[src/rtl/cpu_sequencer.sv]
// cpu_sequencer: fetch/load/exec/store sequencer around control_unit; SEQ_STEP_EN adds single-step input
module cpu_sequencer #(
  parameter logic [15:0] RESET_PC = 16'h0000
) (
  input  logic        clk,
  input  logic        rst_n,
  input  logic        run,
`ifdef SEQ_STEP_EN
  input  logic        step,
`endif
  output logic        imem_req,
  output logic [15:0] imem_addr,
  input  logic        imem_ack,
  input  logic [15:0] imem_rdata,
  output logic        dmem_req,
  output logic        dmem_we,
  output logic [15:0] dmem_addr,
  output logic [15:0] dmem_wdata,
  input  logic        dmem_ack,
  input  logic [15:0] dmem_rdata,
  output logic [15:0] cu_instr,
  output logic [15:0] cu_dat_a,
  output logic [15:0] cu_dat_d,
  output logic [15:0] cu_dat_dref_a,
  input  logic [15:0] cu_dat_r,
  input  logic        cu_a,
  input  logic        cu_d,
  input  logic        cu_dref_a,
  input  logic        cu_j,
  output logic [15:0] pc,
  output logic        busy
);
  localparam logic [2:0] IDLE = 3'd0, FETCH = 3'd1, LOAD = 3'd2, EXEC = 3'd3, STORE = 3'd4;
  logic [2:0] state;
  logic [15:0] a, d, ir, mdr, st_addr, st_data;
  logic start;
`ifdef SEQ_STEP_EN
  assign start = run | step;
`else
  assign start = run;
`endif
  always_ff @(posedge clk or negedge rst_n) begin
    if (!rst_n) begin
      state <= IDLE;
      pc <= RESET_PC;
      a <= '0;
      d <= '0;
      ir <= '0;
      mdr <= '0;
      st_addr <= '0;
      st_data <= '0;
    end else begin
      case (state)
        IDLE: if (start) state <= FETCH;
        FETCH: if (imem_ack) begin
          ir <= imem_rdata;
          state <= imem_rdata[15] ? LOAD : EXEC;
        end
        LOAD: if (dmem_ack) begin
          mdr <= dmem_rdata;
          state <= EXEC;
        end
        EXEC: begin
          if (cu_d) d <= cu_dat_r;
          if (cu_a) a <= cu_dat_r;
          // jump target and store address both use A from before this instruction's write
          pc <= cu_j ? a : pc + 16'd1;
          st_addr <= a;
          st_data <= cu_dat_r;
          state <= cu_dref_a ? STORE : (run ? FETCH : IDLE);
        end
        STORE: if (dmem_ack) state <= run ? FETCH : IDLE;
        default: state <= IDLE;
      endcase
    end
  end
  assign imem_req = state == FETCH;
  assign imem_addr = imem_req ? pc : '0;
  assign dmem_req = state == LOAD || state == STORE;
  assign dmem_we = state == STORE;
  assign dmem_addr = state == LOAD ? a : (state == STORE ? st_addr : '0);
  assign dmem_wdata = state == STORE ? st_data : '0;
  assign cu_instr = ir;
  assign cu_dat_a = a;
  assign cu_dat_d = d;
  assign cu_dat_dref_a = mdr;
  assign busy = state != IDLE;
endmodule

[config.mk]
export PLATFORM = sky130hd
export DESIGN_NAME = cpu_sequencer
export DESIGN_NICKNAME = d
export VERILOG_FILES = /design/src/rtl/cpu_sequencer.sv
export SDC_FILE = /design/constraint.sdc
export NUM_CORES = 1
export LEC_CHECK = 0
export CAP_MARGIN = 20
export CELL_PAD_IN_SITES_DETAIL_PLACEMENT = 0
export CELL_PAD_IN_SITES_GLOBAL_PLACEMENT = 1
export CORE_ASPECT_RATIO = 0.75
export CORE_MARGIN = 8
export CORE_UTILIZATION = 25
export CTS_CLUSTER_DIAMETER = 80
export DETAILED_ROUTE_END_ITERATION = 7
export PLACE_DENSITY_LB_ADDON = 0.25
export SYNTH_ARGS = -nofsm -noshare
export SYNTH_HDL_FRONTEND = slang
export SYNTH_SLANG_ARGS = --single-unit
[constraint.sdc]
create_clock -name clk -period 4.02 [get_ports clk]
set_input_delay 0.402 -clock clk [delete_from_list [all_inputs] [get_ports clk]]
set_output_delay 0.402 -clock clk [all_outputs]
set_load 0.05 [all_outputs]
==> run_results.csv, run 1 <==
group,metric,value,unit
die,pin_count,189,
placement,port_buffers,188,
final_layout,antenna_cells,0,
route,drt_first_pass_iters,4,
setup_path,cp.required,3620,ps
setup_path,cp-end-kind,"output pin",
clock_network,cts_buffer_depth,2,
setup_path,cp_slowest_cell,"clkdlybuf4s50_1",
clock_network,postCtsResizedCells,0,
route,vias,4294,
sta,worst_slew_pin_slew,985,ps
setup_path,path_cells,"nor3b_4, buf_4, a22o_1, clkdlybuf4s50_1",
yosys,ys_seq_elements,115,
sta,hold_viol_final,0,
global_routing,antenna_found_initial,0,
die,core,0.0210,sq mm
placement,place_congestion,0.746,
flow_run,drv_cap,0,
setup_path,cp-start-kind,"register",
sta,rsz0062_at_grt,"no",
global_routing,grt_pass1_wl,27400,um
die,initial_core_util,25.2,%
final_layout,synthToLayoutAreaGrowth,50.9,%
sta,setup_viol,0,
placement,hpwl,12900,um
clock_network,cts_tree,"done",
final_layout,nNetsFinal,719,
power_and_ir_drop,peakVddDrop,467,uV
yosys,synth_nets,535,
power_and_ir_drop,p_leak,3.36,nW
clock_network,post-cts-setup-buffers,0,
yosys,synth_cells,477,
die,die-area,0.0261,sq mm
yosys,synthFlopType,"dfrtp_1",
placement,dp.cells,930,
sta,final-max-slew-violation-count,0,
final_layout,register_area,0.00288,sq mm
final_layout,layout-drive-gt1-share,15.6,%
clock_network,clk_pin_slew,60,ps
final_layout,multiInputGateArea,0.00219,sq mm
yosys,synth_edf_count,0,
clock_network,clock_latency,410,ps
yosys,synth_area,0.00528,sq mm
yosys,ys_warn_count,0,
global_routing,grt_pass1_vias,4628,
setup_path,max_stage_delay,810,ps
setup_path,reg2reg_slack,1330,ps
route,wl_per_cell,18.3,um
route,drtIter0Drc,192,
global_routing,overflow,0,
die,die_x,184,um
yosys,synth.avg_cell_area,11.1,sq um
global_routing,grt_usage,13.7,%
yosys,asyncSetResetFlopFracSynth,100,%
yosys,synth_cell_type_count,51,
run_status,status,"finished, final reports clean",
sta,clock_skew,14.5,ps
clock_network,cts_root_buffer,"clkbuf_16",
sta,fmax,302,MHz
sta,slew-limit-headroom,34.4,%
final_layout,nFillCells,2107,
power_and_ir_drop,power_density,1020,mW/mm^2
sta,fin_tns_setup,0,ps
setup_path,critical_path_arrival,2910,ps
clock_network,cts_sinks,115,
sta,min_period,3310,ps
final_layout,instances_no_fill,962,
setup_path,worstSetupPathType,"reg2out",
clock_network,cts_hold_buf,0,
route,finalWirelength,17600,um
route,ant_nets,0,
sta,finalCritPeriodShare,82.3,%
die,fp-row-count,46,
hold_path,hold_path.class,"in2async",
global_routing,grt_max_degree,65,
route,vias_per_cell,4.46,
clock_network,cts_buffers,17,
yosys,ys_seq_area_share,54.5,%
route,post-route-drc-count,0,
die,die_height,142,um
clock_network,htreeDepth,4,
setup_path,crit_fanout,22,
-- final cells by class --
type | count | area share (%)
Timing Repair Buffer | 195 | 24.2
Clock inverter | 14 | 1.60
Sequential cell | 115 | 36.1
Tap cell | 288 | 4.52
Clock buffer | 18 | 5.51
Inverter | 11 | 0.518
Multi-Input combinational cell | 321 | 27.5
-- cell usage after synthesis, types with 10 or more instances --
cell	n	share of area, %
a22o_1	18	3.0
mux2_1	10	2.1
a21oi_1	12	1.1
nor2_1	12	0.85
nand2_1	101	7.2
clkbuf_1	11	0.78
buf_2	11	1.0
dfrtp_1	115	55
o21ai_0	15	1.4
mux2_4	10	2.8
mux2_2	44	9.4
and2_1	31	3.7
-- path summary, 6_finish.rpt --
check,from,endpoint,cells after the start
min,rst_n,cu_dat_d[5]$_DFFE_PN0P_,1
min in group clk,st_data[4]$_DFFE_PN0N_,st_data[4]$_DFFE_PN0N_,2
max in group asynchronous,rst_n,cu_dat_a[7]$_DFFE_PN0P_,2
min reg2reg,st_data[4]$_DFFE_PN0N_,st_data[4]$_DFFE_PN0N_,2
max reg2reg,state[1]$_DFFE_PN0P_,cu_dat_dref_a[0]$_DFFE_PN0P_,5
max,state[2]$_DFFE_PN0P_,dmem_addr[12],4
-- metal layers --
layer | vias to the layer above | part of all wire (%) | track usage, %
met5 | - | 0 | 0
met4 | 0 | 0.35 | 2.80
met3 | 7 | 9.7 | 6.64
met2 | 120 | 45 | 20.8
met1 | 2149 | 45 | 17.4
li1 | 2018 | - | -
-- cells in the final DEF (no fill, tap or decap), drive strengths merged, types with 6 or more instances in the layout --
master           n
a22o            18
clkbuf          18
a21oi           12
buf              8
nor3             8
mux2            64
nand3            9
inv             15
clkdlybuf4s50  187
and2            31
nand2          103
dfrtp          115
nor2            12
o21ai           15
nor4             6
-- critical path, delay by kind of cell, from the launching register on --
family	cells	cell delay [ps]
AOI/OAI and AO/OA	1	200
and+or+nand+nor	1	550
buffers and inverters	2	1160
DFF	1	560
-- sequential cells by signal, summed over array words and instances (netlist names) --
signal	flops
cu_dat_a	16
cu_dat_d	16
cu_dat_dref_a	16
cu_instr	16
pc	16
st_addr	16
st_data	16
state	3
-- report_power, final --
group	internal [mW]	total (mW)	leakage, nW	switching [mW]
clock network	0.872	1.45	0.270	0.582
registers	1.73	2.27	1.39	0.544
logic	1.55	4.43	1.70	2.88
-- cell families (layout without fill, tap and decap cells) --
| kind of cell | Yosys count | in the layout | share of synthesized area (%) |
|---|---|---|---|
| simple gates | 188 | 188 | 17.5 |
| compound gates | 63 | 63 | 8.29 |
| mux | 69 | 69 | 15.3 |
| fa+ha+maj | 1 | 1 | 0.237 |
| flops | 115 | 115 | 54.5 |
| buf+inv | 41 | 238 | 4.12 |
-- stage by stage --
stage | setup WS (ps) | utilization [%] | cell area, sq um | hold slack, ps | total power, mW
global route | 554 | 38.0 | 7970 | 148 | 8.61
CTS | 668 | 38.0 | 7970 | 134 | 8.27
detailed placement | 1150 | 35.3 | 7400 | 457 | 6.77
floorplan | 1630 | - | 5280 | 106 | 5.14
global placement | 1180 | 35.3 | 7400 | 449 | 6.72
finish | 713 | 38.0 | 7970 | 111 | 8.15
No activity file was read; power rests on OpenSTA's default activity.
==> run 2, diff against run 1 <==
==> constraint.sdc (replaced) <==
create_clock -name clk -period 3.1 [get_ports clk]
set_input_delay 0.31 -clock clk [delete_from_list [all_inputs] [get_ports clk]]
set_output_delay 0.31 -clock clk [all_outputs]
set_load 0.05 [all_outputs]
==> run_results.csv, run 2 (synthesis gave the netlist of run 1 again) <==
group,metric,value,unit
route,vias,4300,
final_layout,antenna_cells,0,
clock_network,htreeDepth,4,
die,die_height,142,um
global_routing,overflow,0,
power_and_ir_drop,clkPwrFrac,19.0,%
setup_path,path_cells,"nor3b_4, buf_4, and2_1, clkdlybuf4s50_1",
setup_path,reg2reg_slack,1060,ps
final_layout,nNetsFinal,726,
run_status,status,"finished, final reports clean",
route,drtIter0Drc,270,
sta,timing.hold.ws,361,ps
final_layout,nFillCells,2094,
route,ant_nets,0,
sta,finalCritPeriodShare,91.2,%
power_and_ir_drop,power_density,1330,mW/mm^2
die,pin_count,189,
sta,rsz0062_at_grt,"no",
power_and_ir_drop,p_switching,5.17,mW
die,core,0.0210,sq mm
setup_path,cp-end-kind,"output pin",
setup_path,r2r-start,"state[1]$_DFFE_PN0P_",
setup_path,worstRegToRegCells,5,
die,die-area,0.0261,sq mm
sta,setup_viol,0,
route,wl_per_cell,17.9,um
setup_path,cp_slowest_cell,"clkdlybuf4s50_1",
power_and_ir_drop,pwr-share-comb,53.8,%
setup_path,worstSetupPathType,"reg2out",
die,die_x,184,um
sta,clock_skew,10.7,ps
sta,worst_slew_pin_slew,597,ps
placement,postPlaceCellArea,0.00740,sq mm
route,post-route-drc-count,0,
power_and_ir_drop,total_power,10.7,mW
global_routing,grt_usage,13.7,%
setup_path,critical_path_arrival,2520,ps
global_routing,grt_pass1_vias,4663,
power_and_ir_drop,switching_share,48.1,%
setup_path,r2r_end,"cu_dat_dref_a[0]$_DFFE_PN0P_",
sta,fmax,354,MHz
route,vias_per_cell,4.44,
clock_network,cts_sinks,115,
clock_network,cts_tree,"done",
final_layout,synthToLayoutAreaGrowth,52.5,%
sta,final-max-slew-violation-count,0,
flow_run,drv_cap,0,
sta,hold_viol_final,0,
clock_network,clk_pin_slew,50,ps
die,fp-row-count,46,
global_routing,grt_pass1_wl,27400,um
placement,hpwl,12800,um
final_layout,final_cell_mix,"clkdlybuf4s50_1, dfrtp_1, nand2_1",
clock_network,cts_buffers,17,
final_layout,final_common_cell,"clkdlybuf4s50_1",
die,initial_core_util,25.2,%
global_routing,antenna_found_initial,0,
power_and_ir_drop,p_leak,3.46,nW
final_layout,layout-drive-gt1-share,19.2,%
sta,min_period,2830,ps
route,drt_first_pass_iters,4,
sta,slew-limit-headroom,60.1,%
power_and_ir_drop,peakVddDrop,502,uV
power_and_ir_drop,seq_power_share,27.2,%
setup_path,crit_fanout,24,
placement,place_congestion,0.774,
sta,fin_tns_setup,0,ps
global_routing,grt_max_degree,53,
setup_path,cp-start-kind,"register",
hold_path,hold_path.class,"in2async",
setup_path,max_stage_delay,830,ps
clock_network,clock_latency,420,ps
clock_network,cts_buffer_depth,2,
setup_path,cp.required,2790,ps
route,finalWirelength,17400,um
final_layout,final_area,0.00805,sq mm
final_layout,fin_util,38.4,%
clock_network,cts_root_buffer,"clkbuf_16",
power_and_ir_drop,internal_power,5.57,mW
placement,port_buffers,188,
## run 2: cell types whose count changed in the layout (fill, tap and decap cells not counted)
| cell | previous run | this run |
|---|---|---|
| clkinv_4 | 1 | 3 |
| buf_12 | 0 | 2 |
| clkdlybuf4s50_1 | 187 | 167 |
| clkinvlp_4 | 4 | 6 |
| clkinv_2 | 3 | 0 |
| inv_6 | 5 | 2 |
| bufinv_16 | 1 | 3 |
| buf_4 | 8 | 32 |
| dlygate4sd3_1 | 0 | 1 |
## run 2: through the flow
step                      std cells  setup WS (ps)
after floorplan                 477            806
final                           969            272
after global routing            969            128
after detailed placement        935            558
after CTS                       968            103
after global placement          935            649
## run 2: critical path, delay by kind of cell, from the launching register on
kind	cells	cell delay [ps]
buffers and inverters	2	1120
DFF	1	560
and+or+nand+nor	2	430
## run 2: power groups by stage
| stage | Clock [mW] | Sequential (mW) | Combinational, mW |
|---|---|---|---|
| finish | 2.04 | 2.92 | 5.78 |
| global route | 2.18 | 3.06 | 6.10 |
| CTS | 2.11 | 2.94 | 5.82 |
| detailed placement | 0 | 2.95 | 5.80 |
| global placement | 0 | 2.93 | 5.75 |
| floorplan | 0 | 4.53 | 2.14 |
## run 2: what timing repair did
item                                   CTS  global route
setup endpoints to repair                0             7
buffers inserted                         0             1
gates resized for setup                  0             0
hold buffers                             1             0
endpoints found under the hold margin   25             0
## run 2: cell type report
class	instances	area (sq um)	area share, %
Sequential cell	115	2880	35.7
Multi-Input combinational cell	321	2190	27.2
Timing Repair Buffer	202	1960	24.4
Clock buffer	18	439	5.45
Tap cell	288	360	4.48
Clock inverter	14	179	2.22
Inverter	11	41.3	0.513
## run 2: worst max path at each step
stage / from / endpoint / slack, ps
2_1_floorplan: state[2]$_DFFE_PN0P_ / dmem_wdata[10] / 810
4_1_cts: state[0]$_DFFE_PN0P_ / imem_addr[8] / 100
5_1_grt: state[2]$_DFFE_PN0P_ / dmem_wdata[0] / 130
3_5_place_dp: state[0]$_DFFE_PN0P_ / imem_addr[8] / 560
6_report: state[2]$_DFFE_PN0P_ / dmem_wdata[0] / 270
3_3_place_gp: state[0]$_DFFE_PN0P_ / imem_addr[12] / 650
## run 2: metal layers
| metal | global-route usage, % | up-vias | wire length (um) |
|---|---|---|---|
| met2 | 20.8 | 140 | 7800 |
| li1 | - | 2038 | - |
| met5 | 0 | - | 0 |
| met4 | 4.32 | 0 | 217 |
| met1 | 16.7 | 2107 | 7700 |
| met3 | 6.85 | 15 | 1640 |
==> run 3, diff against run 2 <==
--- a/config.mk
+++ b/config.mk
@@ -6,13 +6,12 @@
 export NUM_CORES = 1
 export LEC_CHECK = 0
 export CAP_MARGIN = 20
-export CELL_PAD_IN_SITES_DETAIL_PLACEMENT = 0
-export CELL_PAD_IN_SITES_GLOBAL_PLACEMENT = 1
 export CORE_ASPECT_RATIO = 0.75
 export CORE_MARGIN = 8
 export CORE_UTILIZATION = 25
 export CTS_CLUSTER_DIAMETER = 80
 export DETAILED_ROUTE_END_ITERATION = 7
+export GPL_TIMING_DRIVEN = 0
 export PLACE_DENSITY_LB_ADDON = 0.25
 export SYNTH_ARGS = -nofsm -noshare
 export SYNTH_HDL_FRONTEND = slang
==> run_results.csv, run 3 (synthesis gave the netlist of run 1 again) <==
group,metric,value,unit
placement,place_congestion,0.851,
route,finalWirelength,17900,um
power_and_ir_drop,power_density,1340,mW/mm^2
power_and_ir_drop,peakVddDrop,711,uV
sta,min_period,2870,ps
die,die-area,0.0261,sq mm
final_layout,final_cell_mix,"clkdlybuf4s50_1, dfrtp_1, nand2_1",
setup_path,max_stage_delay,860,ps
global_routing,grt_util_met2,22.4,%
final_layout,nNetsFinal,743,
route,drtIter0Drc,309,
sta,slew-limit-headroom,61.6,%
die,die_height,142,um
route,post-route-drc-count,0,
setup_path,cp-end-kind,"output pin",
sta,setup_viol,0,
sta,finalCritPeriodShare,92.4,%
clock_network,post-cts-setup-buffers,0,
setup_path,critical_path_arrival,2560,ps
global_routing,grt_max_degree,86,
sta,fmax,349,MHz
setup_path,worstSetupPathType,"reg2out",
clock_network,cts_sinks,115,
power_and_ir_drop,total_power,11.0,mW
clock_network,cts_buffer_depth,2,
final_layout,final_area,0.00824,sq mm
setup_path,cp_top_family,"buffers and inverters",
setup_path,reg2reg_slack,1150,ps
clock_network,cts_root_buffer,"clkbuf_16",
sta,worst_slack,235,ps
setup_path,path_cells,"buf_2, nor3b_4, inv_1, nor2_1, clkdlybuf4s50_1",
die,core,0.0210,sq mm
setup_path,cp.required,2790,ps
hold_path,hold_path.class,"in2async",
die,die_x,184,um
route,wl_per_cell,18.1,um
route,vias,4373,
sta,hold_viol_final,0,
sta,final-max-slew-violation-count,0,
final_layout,antenna_cells,0,
setup_path,crit_buf_inv,3,
flow_run,drv_cap,0,
route,vias_per_cell,4.44,
power_and_ir_drop,p_leak,3.82,nW
sta,worst_slew_pin_slew,575,ps
run_status,status,"finished, final reports clean",
final_layout,final_common_cell,"clkdlybuf4s50_1",
setup_path,worstRegToRegCells,5,
die,fp-row-count,46,
global_routing,grt_pass1_vias,4644,
route,drt_first_pass_iters,4,
final_layout,instances_no_fill,986,
clock_network,clk_pin_slew,60,ps
die,initial_core_util,25.2,%
final_layout,layout-drive-gt1-share,16.9,%
sta,fin_tns_setup,0,ps
setup_path,r2r_end,"pc[14]$_DFFE_PN0N_",
setup_path,crit_fanout,9,
setup_path,cp_slowest_cell,"clkdlybuf4s50_1",
final_layout,synthToLayoutAreaGrowth,56.1,%
placement,dp.cells,953,
sta,rsz0062_at_grt,"no",
clock_network,clock_latency,420,ps
placement,hpwl,13600,um
setup_path,r2r-start,"pc[0]$_DFFE_PN0N_",
global_routing,grt_usage,14.0,%
clock_network,cts_tree,"done",
global_routing,overflow,0,
die,pin_count,189,
global_routing,met3_usage,5.16,%
clock_network,cts_buffers,17,
global_routing,grt_pass1_wl,27700,um
placement,place_ws,65.4,ps
global_routing,top_usage_layer,"met2",
sta,clock_skew,16.9,ps
placement,port_buffers,187,
clock_network,htreeDepth,4,
setup_path,cp-start-kind,"register",
global_routing,grt_use_met1,17.1,%
global_routing,antenna_found_initial,0,
placement,postPlaceCellArea,0.00754,sq mm
route,ant_nets,0,
==> run 3: changes by cell type in the layout (fill, tap and decap cells not counted), sizes merged <==
cell	before	now
inv	12	10
dlygate4sd2	0	20
buf	34	21
clkinvlp	6	0
clkbuf	18	35
dlymetal6s2s	0	11
bufinv	3	5
clkdlybuf4s50	167	155
==> run 3: how the worst max path moves through the flow <==
| stage | from | endpoint | slack, ps | cells past startpoint |
|---|---|---|---|---|
| finish | state[0]$_DFFE_PN0P_ | imem_addr[9] | 230 | 5 |
| global route | state[0]$_DFFE_PN0P_ | imem_addr[9] | 50 | 5 |
| CTS | state[2]$_DFFE_PN0P_ | dmem_wdata[13] | 2 | 5 |
| detailed placement | state[2]$_DFFE_PN0P_ | dmem_addr[13] | 70 | 5 |
| global placement | rst_n | st_data[10]$_DFFE_PN0N_ | -2970 | 1 |
| floorplan | state[2]$_DFFE_PN0P_ | dmem_wdata[10] | 810 | 4 |
==> run 3: area by class of cell <==
| cell class | instances | area [sq um] |
|---|---|---|
| clock buffers | 24 | 512 |
| inverters | 11 | 41.3 |
| repair buffers | 189 | 1910 |
| plain buffers | 30 | 180 |
| flip-flops and latches | 115 | 2880 |
| fillers | 2094 | 12700 |
| multi-input cells | 321 | 2190 |
| well taps | 288 | 360 |
| clock inverters | 8 | 169 |
==> run 3: power breakdown <==
part / total [mW] / switching, mW / internal (mW)
sequential: 2.86 / 0.615 / 2.24
clock: 2.24 / 0.687 / 1.55
combinational: 5.91 / 3.85 / 2.06
total: 11.0 / 5.16 / 5.86
==> run 3: stage by stage <==
stage	utilization, %	hold slack, ps
finish	39.4	362
global route	39.4	368
CTS	39.2	345
detailed placement	36.0	219
global placement	35.9	453
floorplan	-	14.4
==> run 3: timing repair <==
item | 4_1_cts | 5_1_grt
hold endpoints to repair | 30 | 0
gates resized for setup | 22 | 15
pin swaps | 0 | 0
hold buffers | 1 | 0
gates cloned | 0 | 0
endpoints found under the setup margin | 29 | 19
==> run 3: layer usage <==
metal  part of all wire, %  wire length, um
met5                     0                0
met1                    42             7590
met3                   8.4             1510
met4                   1.0              187
met2                    48             8590
==> run 3: worst register-to-register path: stages, from the launching register on <==
cell and delay, ps:
dfrtp_1 490, ha_1 290, nand4_2 300, nor3_1 410
a32oi_1 150, o22a_1 200
